## src/rtl/ysyx_25030093_mdu_pkg.sv

```systemverilog
// ---------------------------------------------------------------------------
// ysyx_25030093_mdu_pkg
//   Shared types and decode helpers for the RV32M multiply/divide unit.
//   - mdu_op_t    : 3-bit operation code in funct3 order
//   - mdu_state_t : control FSM state (IDLE / CALC / DONE)
//   - is_div, is_rem, is_signed_a, is_signed_b : operation decode helpers
// ---------------------------------------------------------------------------
package ysyx_25030093_mdu_pkg;

    typedef enum logic [2:0] {
        MDU_MUL    = 3'd0,
        MDU_MULH   = 3'd1,
        MDU_MULHSU = 3'd2,
        MDU_MULHU  = 3'd3,
        MDU_DIV    = 3'd4,
        MDU_DIVU   = 3'd5,
        MDU_REM    = 3'd6,
        MDU_REMU   = 3'd7
    } mdu_op_t;

    typedef logic [1:0] mdu_state_t;
    localparam mdu_state_t IDLE = 2'd0;
    localparam mdu_state_t CALC = 2'd1;
    localparam mdu_state_t DONE = 2'd2;

    function automatic logic is_div(input mdu_op_t op);
        case (op)
            MDU_DIV, MDU_DIVU, MDU_REM, MDU_REMU: is_div = 1'b1;
            default:                              is_div = 1'b0;
        endcase
    endfunction

    function automatic logic is_rem(input mdu_op_t op);
        case (op)
            MDU_REM, MDU_REMU: is_rem = 1'b1;
            default:           is_rem = 1'b0;
        endcase
    endfunction

    // MUL is treated as signed: its low half is identical either way.
    function automatic logic is_signed_a(input mdu_op_t op);
        case (op)
            MDU_MUL, MDU_MULH, MDU_MULHSU, MDU_DIV, MDU_REM: is_signed_a = 1'b1;
            default:                                         is_signed_a = 1'b0;
        endcase
    endfunction

    function automatic logic is_signed_b(input mdu_op_t op);
        case (op)
            MDU_MUL, MDU_MULH, MDU_DIV, MDU_REM: is_signed_b = 1'b1;
            default:                             is_signed_b = 1'b0;
        endcase
    endfunction

endpackage

```

## src/rtl/ysyx_25030093_mdu_iter.sv

```systemverilog
// ---------------------------------------------------------------------------
// ysyx_25030093_mdu_iter
//   Shared 1-bit-per-step datapath on unsigned magnitudes.
//   mode=0: shift-add multiply, {acc,quot} ends as the 2*XLEN product.
//   mode=1: restoring divide, quot ends as quotient, acc as remainder.
//   The load cycle performs the first step on the incoming operands, so
//   XLEN steps complete after load plus XLEN-1 step cycles.
// Ports:
//   clk, rst_n      clock / async active-low reset
//   srst            synchronous clear (flush)
//   load            capture a_mag/b_mag/mode and perform step 1
//   step            perform one further step on the held state
//   mode            0 = multiply, 1 = divide (sampled at load)
//   a_mag, b_mag    unsigned operand magnitudes
//   acc, quot       accumulator / quotient (low product) registers
// ---------------------------------------------------------------------------
module ysyx_25030093_mdu_iter #(
    parameter int XLEN = 32
) (
    input  logic            clk,
    input  logic            rst_n,
    input  logic            srst,
    input  logic            load,
    input  logic            step,
    input  logic            mode,
    input  logic [XLEN-1:0] a_mag,
    input  logic [XLEN-1:0] b_mag,
    output logic [XLEN-1:0] acc,
    output logic [XLEN-1:0] quot
);

    logic [XLEN-1:0] acc_r, quot_r, b_r;
    logic            mode_r;
    logic [XLEN-1:0] cur_acc_s, cur_quot_s, cur_b_s;
    logic            cur_mode_s;
    logic [XLEN:0]   sum_s, shifted_s, diff_s;
    logic [XLEN-1:0] acc_nxt_s, quot_nxt_s;

    // Step operands come from the inputs on load, otherwise from the held state.
    always_comb begin
        if (load) begin
            cur_acc_s  = {XLEN{1'b0}};
            cur_quot_s = a_mag;
            cur_b_s    = b_mag;
            cur_mode_s = mode;
        end else begin
            cur_acc_s  = acc_r;
            cur_quot_s = quot_r;
            cur_b_s    = b_r;
            cur_mode_s = mode_r;
        end
    end

    // One multiply (add then shift right) or divide (shift left, trial subtract) step.
    always_comb begin
        sum_s     = {1'b0, cur_acc_s} + (cur_quot_s[0] ? {1'b0, cur_b_s} : {(XLEN+1){1'b0}});
        shifted_s = {cur_acc_s, cur_quot_s[XLEN-1]};
        diff_s    = shifted_s - {1'b0, cur_b_s};
        if (cur_mode_s) begin
            // Partial remainder is always < divisor, so diff MSB is the borrow.
            if (!diff_s[XLEN]) begin
                acc_nxt_s  = diff_s[XLEN-1:0];
                quot_nxt_s = {cur_quot_s[XLEN-2:0], 1'b1};
            end else begin
                acc_nxt_s  = shifted_s[XLEN-1:0];
                quot_nxt_s = {cur_quot_s[XLEN-2:0], 1'b0};
            end
        end else begin
            acc_nxt_s  = sum_s[XLEN:1];
            quot_nxt_s = {sum_s[0], cur_quot_s[XLEN-1:1]};
        end
    end

    // Datapath state registers.
    always_ff @(posedge clk or negedge rst_n) begin
        if (!rst_n) begin
            acc_r  <= {XLEN{1'b0}};
            quot_r <= {XLEN{1'b0}};
            b_r    <= {XLEN{1'b0}};
            mode_r <= 1'b0;
        end else if (srst) begin
            acc_r  <= {XLEN{1'b0}};
            quot_r <= {XLEN{1'b0}};
            b_r    <= {XLEN{1'b0}};
            mode_r <= 1'b0;
        end else if (load || step) begin
            acc_r  <= acc_nxt_s;
            quot_r <= quot_nxt_s;
            b_r    <= cur_b_s;
            mode_r <= cur_mode_s;
        end else begin
            acc_r  <= acc_r;
            quot_r <= quot_r;
            b_r    <= b_r;
            mode_r <= mode_r;
        end
    end

    assign acc  = acc_r;
    assign quot = quot_r;

endmodule

```

## src/rtl/ysyx_25030093_muldiv.sv

```systemverilog
// ---------------------------------------------------------------------------
// ysyx_25030093_muldiv
//   Iterative RV32M multiply/divide unit with valid/ready handshakes.
//   One op in flight; result is returned with its rd tag.
// Ports:
//   clk, rst_n             clock / async active-low reset
//   flush                  kill in-flight op (wins over everything)
//   in_valid/in_ready      request handshake; in_op (funct3), in_a, in_b, in_tag
//   out_valid/out_ready    result handshake; out_data, out_tag
// Build option:
//   YSYX_25030093_MDU_FAST_MUL_EN  single-cycle combinational multiply
// ---------------------------------------------------------------------------
module ysyx_25030093_muldiv
    import ysyx_25030093_mdu_pkg::*;
#(
    parameter int XLEN  = 32,
    parameter int TAG_W = 5
) (
    input  logic             clk,
    input  logic             rst_n,
    input  logic             flush,
    input  logic             in_valid,
    output logic             in_ready,
    input  logic [2:0]       in_op,
    input  logic [XLEN-1:0]  in_a,
    input  logic [XLEN-1:0]  in_b,
    input  logic [TAG_W-1:0] in_tag,
    output logic             out_valid,
    input  logic             out_ready,
    output logic [XLEN-1:0]  out_data,
    output logic [TAG_W-1:0] out_tag
);

    localparam int              CNT_W   = $clog2(XLEN);
    localparam logic [XLEN-1:0] MIN_VAL = {1'b1, {(XLEN-1){1'b0}}};
    localparam logic [XLEN-1:0] ONES    = {XLEN{1'b1}};

    mdu_state_t       state_r, state_nxt;
    logic [CNT_W-1:0] cnt_r, cnt_nxt;
    mdu_op_t          op_r, op_nxt, op_s;
    logic             neg_q_r, neg_q_nxt, neg_r_r, neg_r_nxt;
    logic             out_valid_r, out_valid_nxt, in_ready_r;
    logic [XLEN-1:0]  out_data_r, out_data_nxt;
    logic [TAG_W-1:0] out_tag_r, out_tag_nxt;

    logic             a_neg_s, b_neg_s, special_s, load_s, step_s;
    logic [XLEN-1:0]  a_mag_s, b_mag_s, special_res_s, calc_res_s, fast_res_s;
    logic [XLEN-1:0]  acc_s, quot_s, quot_fix_s, rem_fix_s;
    logic [2*XLEN-1:0] prod_fix_s;

    assign op_s    = mdu_op_t'(in_op);
    assign a_neg_s = is_signed_a(op_s) & in_a[XLEN-1];
    assign b_neg_s = is_signed_b(op_s) & in_b[XLEN-1];
    assign a_mag_s = a_neg_s ? ({XLEN{1'b0}} - in_a) : in_a;
    assign b_mag_s = b_neg_s ? ({XLEN{1'b0}} - in_b) : in_b;

    // Divide-by-zero and signed overflow bypass the iterative datapath.
    always_comb begin
        special_s     = 1'b0;
        special_res_s = {XLEN{1'b0}};
        if (is_div(op_s) && (in_b == {XLEN{1'b0}})) begin
            special_s     = 1'b1;
            special_res_s = is_rem(op_s) ? in_a : ONES;
        end else if (is_div(op_s) && is_signed_a(op_s) && (in_a == MIN_VAL) && (in_b == ONES)) begin
            special_s     = 1'b1;
            special_res_s = is_rem(op_s) ? {XLEN{1'b0}} : MIN_VAL;
        end else begin
            special_s     = 1'b0;
            special_res_s = {XLEN{1'b0}};
        end
    end

`ifdef YSYX_25030093_MDU_FAST_MUL_EN
    localparam logic FAST_MUL = 1'b1;
    logic [2*XLEN-1:0] fa_s, fb_s, fp_s;
    // Sign-extending both operands lets one modulo-2^(2*XLEN) product serve every MUL*.
    assign fa_s       = {{XLEN{a_neg_s}}, in_a};
    assign fb_s       = {{XLEN{b_neg_s}}, in_b};
    assign fp_s       = fa_s * fb_s;
    assign fast_res_s = (op_s == MDU_MUL) ? fp_s[XLEN-1:0] : fp_s[2*XLEN-1:XLEN];
`else
    localparam logic FAST_MUL = 1'b0;
    assign fast_res_s = {XLEN{1'b0}};
`endif

    ysyx_25030093_mdu_iter #(.XLEN(XLEN)) u_iter (
        .clk   (clk),
        .rst_n (rst_n),
        .srst  (flush),
        .load  (load_s),
        .step  (step_s),
        .mode  (is_div(op_s)),
        .a_mag (a_mag_s),
        .b_mag (b_mag_s),
        .acc   (acc_s),
        .quot  (quot_s)
    );

    // Sign fix of the magnitude result recorded at accept.
    always_comb begin
        prod_fix_s = neg_q_r ? ({(2*XLEN){1'b0}} - {acc_s, quot_s}) : {acc_s, quot_s};
        quot_fix_s = neg_q_r ? ({XLEN{1'b0}} - quot_s) : quot_s;
        rem_fix_s  = neg_r_r ? ({XLEN{1'b0}} - acc_s) : acc_s;
        case (op_r)
            MDU_MUL:                        calc_res_s = prod_fix_s[XLEN-1:0];
            MDU_MULH, MDU_MULHSU, MDU_MULHU: calc_res_s = prod_fix_s[2*XLEN-1:XLEN];
            MDU_DIV, MDU_DIVU:              calc_res_s = quot_fix_s;
            MDU_REM, MDU_REMU:              calc_res_s = rem_fix_s;
            default:                        calc_res_s = {XLEN{1'b0}};
        endcase
    end

    // Control FSM next-state and output-register next values.
    always_comb begin
        state_nxt     = state_r;
        cnt_nxt       = cnt_r;
        op_nxt        = op_r;
        neg_q_nxt     = neg_q_r;
        neg_r_nxt     = neg_r_r;
        out_valid_nxt = out_valid_r;
        out_data_nxt  = out_data_r;
        out_tag_nxt   = out_tag_r;
        load_s        = 1'b0;
        step_s        = 1'b0;
        if (flush) begin
            state_nxt     = IDLE;
            cnt_nxt       = {CNT_W{1'b0}};
            out_valid_nxt = 1'b0;
        end else begin
            case (state_r)
                IDLE: begin
                    if (in_valid) begin
                        op_nxt      = op_s;
                        out_tag_nxt = in_tag;
                        neg_q_nxt   = a_neg_s ^ b_neg_s;
                        neg_r_nxt   = a_neg_s;
                        if (special_s) begin
                            state_nxt     = DONE;
                            out_valid_nxt = 1'b1;
                            out_data_nxt  = special_res_s;
                        end else if (FAST_MUL && !is_div(op_s)) begin
                            state_nxt     = DONE;
                            out_valid_nxt = 1'b1;
                            out_data_nxt  = fast_res_s;
                        end else begin
                            // Load performs step 1; XLEN-1 further steps remain.
                            state_nxt = CALC;
                            cnt_nxt   = CNT_W'(XLEN-1);
                            load_s    = 1'b1;
                        end
                    end else begin
                        state_nxt = IDLE;
                    end
                end
                CALC: begin
                    if (cnt_r == {CNT_W{1'b0}}) begin
                        state_nxt     = DONE;
                        out_valid_nxt = 1'b1;
                        out_data_nxt  = calc_res_s;
                    end else begin
                        step_s  = 1'b1;
                        cnt_nxt = cnt_r - CNT_W'(1);
                    end
                end
                DONE: begin
                    if (out_ready) begin
                        state_nxt     = IDLE;
                        out_valid_nxt = 1'b0;
                    end else begin
                        state_nxt = DONE;
                    end
                end
                default: begin
                    state_nxt     = IDLE;
                    cnt_nxt       = {CNT_W{1'b0}};
                    out_valid_nxt = 1'b0;
                end
            endcase
        end
    end

    // Control and output registers.
    always_ff @(posedge clk or negedge rst_n) begin
        if (!rst_n) begin
            state_r     <= IDLE;
            cnt_r       <= {CNT_W{1'b0}};
            op_r        <= MDU_MUL;
            neg_q_r     <= 1'b0;
            neg_r_r     <= 1'b0;
            out_valid_r <= 1'b0;
            out_data_r  <= {XLEN{1'b0}};
            out_tag_r   <= {TAG_W{1'b0}};
            in_ready_r  <= 1'b1;
        end else begin
            state_r     <= state_nxt;
            cnt_r       <= cnt_nxt;
            op_r        <= op_nxt;
            neg_q_r     <= neg_q_nxt;
            neg_r_r     <= neg_r_nxt;
            out_valid_r <= out_valid_nxt;
            out_data_r  <= out_data_nxt;
            out_tag_r   <= out_tag_nxt;
            in_ready_r  <= (state_nxt == IDLE);
        end
    end

    assign in_ready  = in_ready_r;
    assign out_valid = out_valid_r;
    assign out_data  = out_data_r;
    assign out_tag   = out_tag_r;

endmodule

```

## config.mk

```make
export PLATFORM = sky130hd
export DESIGN_NAME = ysyx_25030093_muldiv
export DESIGN_NICKNAME = d
export VERILOG_FILES = /design/src/rtl/ysyx_25030093_mdu_pkg.sv /design/src/rtl/ysyx_25030093_mdu_iter.sv /design/src/rtl/ysyx_25030093_muldiv.sv
export SDC_FILE = /design/constraint.sdc
export NUM_CORES = 1
export LEC_CHECK = 0
export ABC_AREA = 1
export CORE_ASPECT_RATIO = 0.75
export CORE_MARGIN = 2
export CORE_UTILIZATION = 40
export CTS_CLUSTER_SIZE = 28
export DETAILED_ROUTE_END_ITERATION = 7
export HOLD_SLACK_MARGIN = 0.03
export PLACE_DENSITY = 0.66
export SLEW_MARGIN = 20
export SYNTH_ARGS = -nofsm -noshare
export SYNTH_HDL_FRONTEND = slang
export SYNTH_HIERARCHICAL = 1
export SYNTH_SLANG_ARGS = --single-unit
```

## constraint.sdc

```tcl
create_clock -name clk -period 5.3 [get_ports clk]
set_clock_uncertainty 0.15 [all_clocks]
set_input_delay 0.53 -clock clk [delete_from_list [all_inputs] [get_ports clk]]
set_output_delay 0.53 -clock clk [all_outputs]
set_load 0.005 [all_outputs]
```

* Word level (Yosys, flattened, before mapping)
Cells that the tools add are included.
Storage, ports and cells: register bits after elaboration 148, word-level logic and storage cells 142
Cells by class: $add $sub $neg 8, equal/unequal tests 27, multiplexer cells 66, bitwise logic cells 4, reduce and logical (&&, ||, !) cells 24
Operators with widths (count):
- $mux W32 | 24
- $pmux W32 S4 | 1
- $sub A1 B32 Y32 const A | 4
- $eq A32 B32 Y1 const B | 2
- $mux W64 | 1
- $pmux W32 S2 | 1
- $sub A1 B64 Y64 const A | 1
- $add A32 B33 Y33 | 1
- $sub A33 B32 Y33 | 1
- $logic_not A32 Y1 | 1
- $mux W1 | 27
- $eq A3 B3 Y1 const B | 8
- $mux W5 | 4
- $ne A3 B3 Y1 const B | 6
- $pmux W5 S3 | 1
- $mux W2 | 5
- $eq A3 B2 Y1 const B | 3
- $ne A2 B2 Y1 const B | 4
- $reduce_and A4 Y1 | 2
- $reduce_or A4 Y1 | 2
- $eq A3 B1 Y1 const B | 2
- $logic_not A3 Y1 | 2
- $pmux W2 S3 | 1
- $reduce_or A2 Y1 | 3
- other kinds (16) | 22

* Depth between registers and ports, before layout
Gate-level depths: netlist of run 1.
depth after elaboration 20, gate-level depth with buffers 34, mapped depth without buffers 31

* Hierarchy
The synthesis of run 1 kept the hierarchy.
Modules (own cells, without submodules):
- ysyx_25030093_mdu_iter | times used 1, cells each 1802, area each 10337.4 sq um
- ysyx_25030093_muldiv | times used 1, cells each 1525, area each 8041.5 sq um

* Worst setup path before layout of run 1
Ideal clock, no wire load.
path kind input to register, start in in_op[2], end reg u_iter.acc_r[15], in the netlist u_iter/acc[15], setup time 0.116 ns, arrival 4.063 ns, setup slack 0.971 ns, stages 30, path buffers 5, cell sequence buf_2 inv_1 a21oi_1 nor2_1 nand3_1 nand4_2 nor2_1 buf_2 clkbuf_1 buf_2 o21ai_0 inv_1 ha_1 inv_1 fa_1 nand2_1 nand2_1 nand3_1 nand2_2 nand2_2 nand2_2 nand2_2 nand3_1 nand2_4 buf_6 nand2_1 nand2_1 nand2_1 nand2_1 nand2_1
Between the ends: longest elaborated chain between the ends 19, elaborated cells on any way between the ends 42, those cells by class 2 x add/sub; 6 x eq/ne; 22 x mux; 2 x bitwise; 10 x reduce/logical
RTL lines:
- start, declared | RTL line ysyx_25030093_muldiv.sv:24 | input logic [2:0] in_op,
- $eq A3 B3 Y1 (tied with other cells) | RTL line ysyx_25030093_mdu_pkg.sv:27, ysyx_25030093_mdu_pkg.sv:42
- $reduce_or A5 Y1 / $reduce_or A4 Y1 (equally long branches) | RTL line ysyx_25030093_mdu_pkg.sv:42, ysyx_25030093_mdu_pkg.sv:27
- $mux W1 (on tied branches) | RTL line ysyx_25030093_mdu_pkg.sv:42, ysyx_25030093_mdu_pkg.sv:27
- $mux W1 | RTL line ysyx_25030093_muldiv.sv:61 | if (is_div(op_s) && (in_b == {XLEN{1'b0}})) begin
- $logic_and A1 B1 Y1 (3 in a row) | RTL line ysyx_25030093_muldiv.sv:64 | end else if (is_div(op_s) && is_signed_a(op_s) && (in_a == MIN_VAL) && (in_b == ONES)) begin
- $mux W1 | RTL line ysyx_25030093_muldiv.sv:64
- $mux W1 (*) | RTL line ysyx_25030093_muldiv.sv:61
- $mux W1 (*) | RTL line ysyx_25030093_muldiv.sv:137 | if (special_s) begin
- [... 2 more ...]
- $mux W1 (*) | RTL line ysyx_25030093_muldiv.sv:125 | if (flush) begin
- named net load_s | RTL line ysyx_25030093_muldiv.sv:46 | logic a_neg_s, b_neg_s, special_s, load_s, step_s;
- $mux W32 | RTL line ysyx_25030093_mdu_iter.sv:41 | if (load) begin
- $mux W32 / $sub A33 B32 Y33 (equally long branches) | RTL line ysyx_25030093_mdu_iter.sv:56, ysyx_25030093_mdu_iter.sv:58
- $add A32 B33 Y33 / $mux W32 (equally long branches) | RTL line ysyx_25030093_mdu_iter.sv:56, ysyx_25030093_mdu_iter.sv:61
- $mux W32 | RTL line ysyx_25030093_mdu_iter.sv:59 | if (cur_mode_s) begin
- $mux W32 | RTL line ysyx_25030093_mdu_iter.sv:86 | end else if (load || step) begin
- $mux W32 | RTL line ysyx_25030093_mdu_iter.sv:81 | end else if (srst) begin
- end signal, assigned | RTL line ysyx_25030093_mdu_iter.sv:82 | acc_r <= {XLEN{1'b0}};
- end signal, assigned | RTL line ysyx_25030093_mdu_iter.sv:87 | acc_r <= acc_nxt_s;
- end signal, assigned | RTL line ysyx_25030093_mdu_iter.sv:92 | acc_r <= acc_r;
- end, declared | RTL line ysyx_25030093_mdu_iter.sv:32 | logic [XLEN-1:0] acc_r, quot_r, b_r;
The timed path passes the listed nets; every way through them passes the cells marked *. The select of a mux whose other input is x is not followed. A chain may end at the register's enable or synchronous reset.

* Worst setup path after layout of run 1
start in in_a[0], end reg u_iter.acc_r[30], in the netlist u_iter/acc[30]
Between the ends: longest elaborated chain between the ends 15, elaborated cells on any way between the ends 24, those cells by class 3 x add/sub; 1 x eq/ne; 16 x mux; 4 x reduce/logical
RTL lines:
- start, declared | RTL line ysyx_25030093_muldiv.sv:25 | input logic [XLEN-1:0] in_a,
- $eq A32 B32 Y1 (*) | RTL line ysyx_25030093_muldiv.sv:64
- $logic_and A1 B1 Y1 (*) (2 in a row) | RTL line ysyx_25030093_muldiv.sv:64
- $mux W1 (*) | RTL line ysyx_25030093_muldiv.sv:64
- $mux W1 (*) | RTL line ysyx_25030093_muldiv.sv:61
- $mux W1 (*) | RTL line ysyx_25030093_muldiv.sv:137
- $mux W1 (*) | RTL line ysyx_25030093_muldiv.sv:132 | if (in_valid) begin
- $mux W1 (*) | RTL line ysyx_25030093_muldiv.sv:130 | case (state_r)
- $mux W1 (*) | RTL line ysyx_25030093_muldiv.sv:125
- named net load_s | RTL line ysyx_25030093_muldiv.sv:46
- $mux W32 | RTL line ysyx_25030093_mdu_iter.sv:41
- $mux W32 / $sub A33 B32 Y33 (equally long branches) | RTL line ysyx_25030093_mdu_iter.sv:56, ysyx_25030093_mdu_iter.sv:58
- $add A32 B33 Y33 / $mux W32 (equally long branches) | RTL line ysyx_25030093_mdu_iter.sv:56, ysyx_25030093_mdu_iter.sv:61
- $mux W32 | RTL line ysyx_25030093_mdu_iter.sv:59
- $mux W32 | RTL line ysyx_25030093_mdu_iter.sv:86
- $mux W32 | RTL line ysyx_25030093_mdu_iter.sv:81
Marks and branches as above.

==> flow_metrics.env, run 1 <==
export IMPL_outcome="complete, no violations"
export IMPL_grt_max_degree=70
export IMPL_mappedNetlistNets=3476
export IMPL_antenna_left=0
export IMPL_ios=116
export IMPL_synth_area_top_cells="nand2_1 25%, dfrtp_1 20%, nor2_1 9.4%, inv_1 9.1%, nand3_1 6.6%"
export IMPL_cts_sinks=148
export IMPL_slew_headroom_pct=26.8
export IMPL_grt_util_all_layers_pct=32.4
export IMPL_num_nets_final=3644
export IMPL_clockRootBuffer="clkbuf_16"
export IMPL_cp_max_fo=30
export IMPL_max_slew_worst_pin_slew_ps=1090
export IMPL_insertion_delay_ps=450
export IMPL_place_congestion=1.08
export IMPL_die_x_um=252
export IMPL_cpMaxStageDelayCell="clkdlybuf4s50_1"
export IMPL_first_pass_iters=7
export IMPL_ys_warn_count=6
export IMPL_post_cts_setup_buffers=0
export IMPL_overflow=0
export IMPL_finalSetupViolations=0
export IMPL_drc=0
export IMPL_hpwl_mm=63.3
export IMPL_crit_required_ps=5490
export IMPL_htreeDepth=4
export IMPL_grt_setup_unrepaired="false"
export IMPL_synth_edf_count=0
export IMPL_async_reset_ff_share_pct=100
export IMPL_finalMaxSlewViolations=0
export IMPL_tritoncts="yes"
export IMPL_synth_cell_types=53
export IMPL_grt_pass1_vias=19200
export IMPL_cts_buffers=17
export IMPL_clockBufferDepth=2
export IMPL_drive_gt1_share_pct=6.16
export IMPL_fin_crit_sh_pct=91.0
export IMPL_fin_tns_setup_ps=0
export IMPL_drtIter0Drc=2940
export IMPL_fmax_mhz=207
export IMPL_p_per_area_nw_per_um2=421
export IMPL_power_leakage_nw=11.6
export IMPL_cp_start_kind="input pin"
export IMPL_start_util_pct=40.8
export IMPL_port_buffers=115
export IMPL_synth_most_common_cell="nand2_1"
export IMPL_synth_flop_cell="dfrtp_1"
export IMPL_end_kind="flip-flop"
export IMPL_vias=22100
export IMPL_synth_area_sq_um=18400
export IMPL_ys_seq_elements=148
export IMPL_synth_cells=3327
export IMPL_yosys_area_top_type="nand2_1"
export IMPL_synth_top_cell_area_share_pct=24.7
export IMPL_grt_pass1_wl_mm=117
export IMPL_postSynthAreaPerCell_sq_um=5.52
export IMPL_syn2layout_area_growth_pct=16.6
export IMPL_clk_pin_slew_ps=60
export IMPL_vias_per_cell=5.39
export IMPL_arrival_ps=5010
export IMPL_hold_class="flip-flop to flip-flop"
export IMPL_ir_worst_vdd_v=0.000235
export IMPL_finalPower_mw=9.03
export IMPL_path_class="input pin to flip-flop"
export IMPL_antenna_found_initial=1
export IMPL_synth_common_cells="1210 x nand2_1, 461 x nor2_1, 448 x inv_1, 241 x nand3_1, 160 x o21ai_0"
export IMPL_die_height_um=190
export IMPL_wirelength_mm=77.8
export IMPL_cpMostUsedCell="nand2_1"
export IMPL_hold_viol_final=0
export IMPL_rows=67
export IMPL_cpPeakStageDelay_ps=490
export IMPL_drv_cap=0
export IMPL_avgRoutedWirePerCell_um=19.0
export IMPL_dieArea_sq_um=47700
export IMPL_antenna_cells=0
export IMPL_holdWs_ps=324
export IMPL_fin_crit_ps=4820
export IMPL_ys_seq_area_share_pct=20.2
export IMPL_coreArea_sq_um=45000
timing repair:
action / in CTS / in global routing
hold buffers: 1 / 0
resized for setup: 0 / 0
endpoints found under the hold margin: 67 / 0
placed cells by master, fill, tap and decap left out, types with 8 or more instances in the layout:
cell                n
a21boi_1           10
a21oi_1           136
and2_1              8
buf_4             129
clkbuf_16          17
clkdlybuf4s50_1   114
dfrtp_1           146
ha_1               70
inv_1             448
mux2i_1            32
nand2_1          1209
nand2_2            12
nand3_1           241
nand3b_1           25
nand4_1            51
nor2_1            460
nor2_2              9
nor3_1             29
o211ai_1           11
o21ai_0           160
o21ai_1            14
o21bai_1           14
xnor2_1            37
xor2_1             46
worst max-delay path: cells and delay by family:
family                     cells  cell delay, ps
AOI/OAI and AO/OA              1              80
adders and majority gates      2             640
and+or+nand+nor               18            2230
muxes                          1             450
buffers and inverters          4            1060
state kept, by name (all words and copies together), names as in the netlist:
name,cells
op_r,3
cnt_r,5
u_iter/b_r,32
state_r,2
out_data,32
neg_q_r,1
u_iter/acc,32
out_valid,1
out_tag,5
u_iter/mode_r,1
neg_r_r,1
in_ready,1
u_iter/quot,32
worst paths after layout:
path / from / to / slack, ps / depth (start not counted)
worst min register to register: out_tag[4] / out_tag[4] / 320 / 2
max in group asynchronous: rst_n / u_iter/acc[25] / 3330 / 3
worst min-delay path: out_tag[4] / out_tag[4] / 320 / 2
worst max register to register: state_r[0] / u_iter/acc[30] / 1080 / 19
worst max-delay path: in_a[0] / u_iter/acc[30] / 480 / 26
min in group asynchronous: rst_n / u_iter/b_r[19] / 480 / 2
metrics by stage:
| stage | cells | util [%] | instance area [sq um] | worst slack, ps |
|---|---|---|---|---|
| after floorplan | 3327 | - | 18400 | 971 |
| after global placement | 4061 | 46.3 | 20800 | 94.8 |
| after detailed placement | 4061 | 46.3 | 20800 | 143 |
| after CTS | 4094 | 47.6 | 21400 | 605 |
| after global routing | 4094 | 47.6 | 21400 | 258 |
| final | 4094 | 47.6 | 21400 | 475 |
metal layers:
layer / GRT usage [%] / wire length [um] / share of wire [%]
met1: 49.8 / 35900 / 46
met2: 39.5 / 27000 / 35
met3: 14.6 / 13400 / 17
met5: 2.24 / 156 / 0.20
met4: 6.82 / 1400 / 1.8
report_power, final:
group          switching [mW]  internal [mW]
Sequential              0.258           1.37
Clock                   0.545          0.659
Combinational            4.26           1.93
Total                    5.06           3.96
cell families after synthesis:
group | synth area share [%]
and+or+nand+nor | 46.5
muxes | 1.80
buffers and inverters | 12.0
adders and majority gates | 4.98
DFF | 20.2
AOI/OAI and AO/OA | 10.7
xor gates and xnor gates | 3.96
cell type report:
cell class | count | area, sq um
fill | 4842 | 23600
multi-input combinational | 2624 | 12500
clock inverter | 10 | 87.6
inverter | 455 | 1710
tap | 586 | 733
sequential | 148 | 3710
clock buffer | 22 | 484
timing repair buffer | 249 | 2210
(Power assumes the default switching activity.)
==> run 2, diff against run 1 <==
CAP_MARGIN = 5   (was not set)
==> results of run 2 <==
Final layout, timing and power as in run 1 (identical DEF).
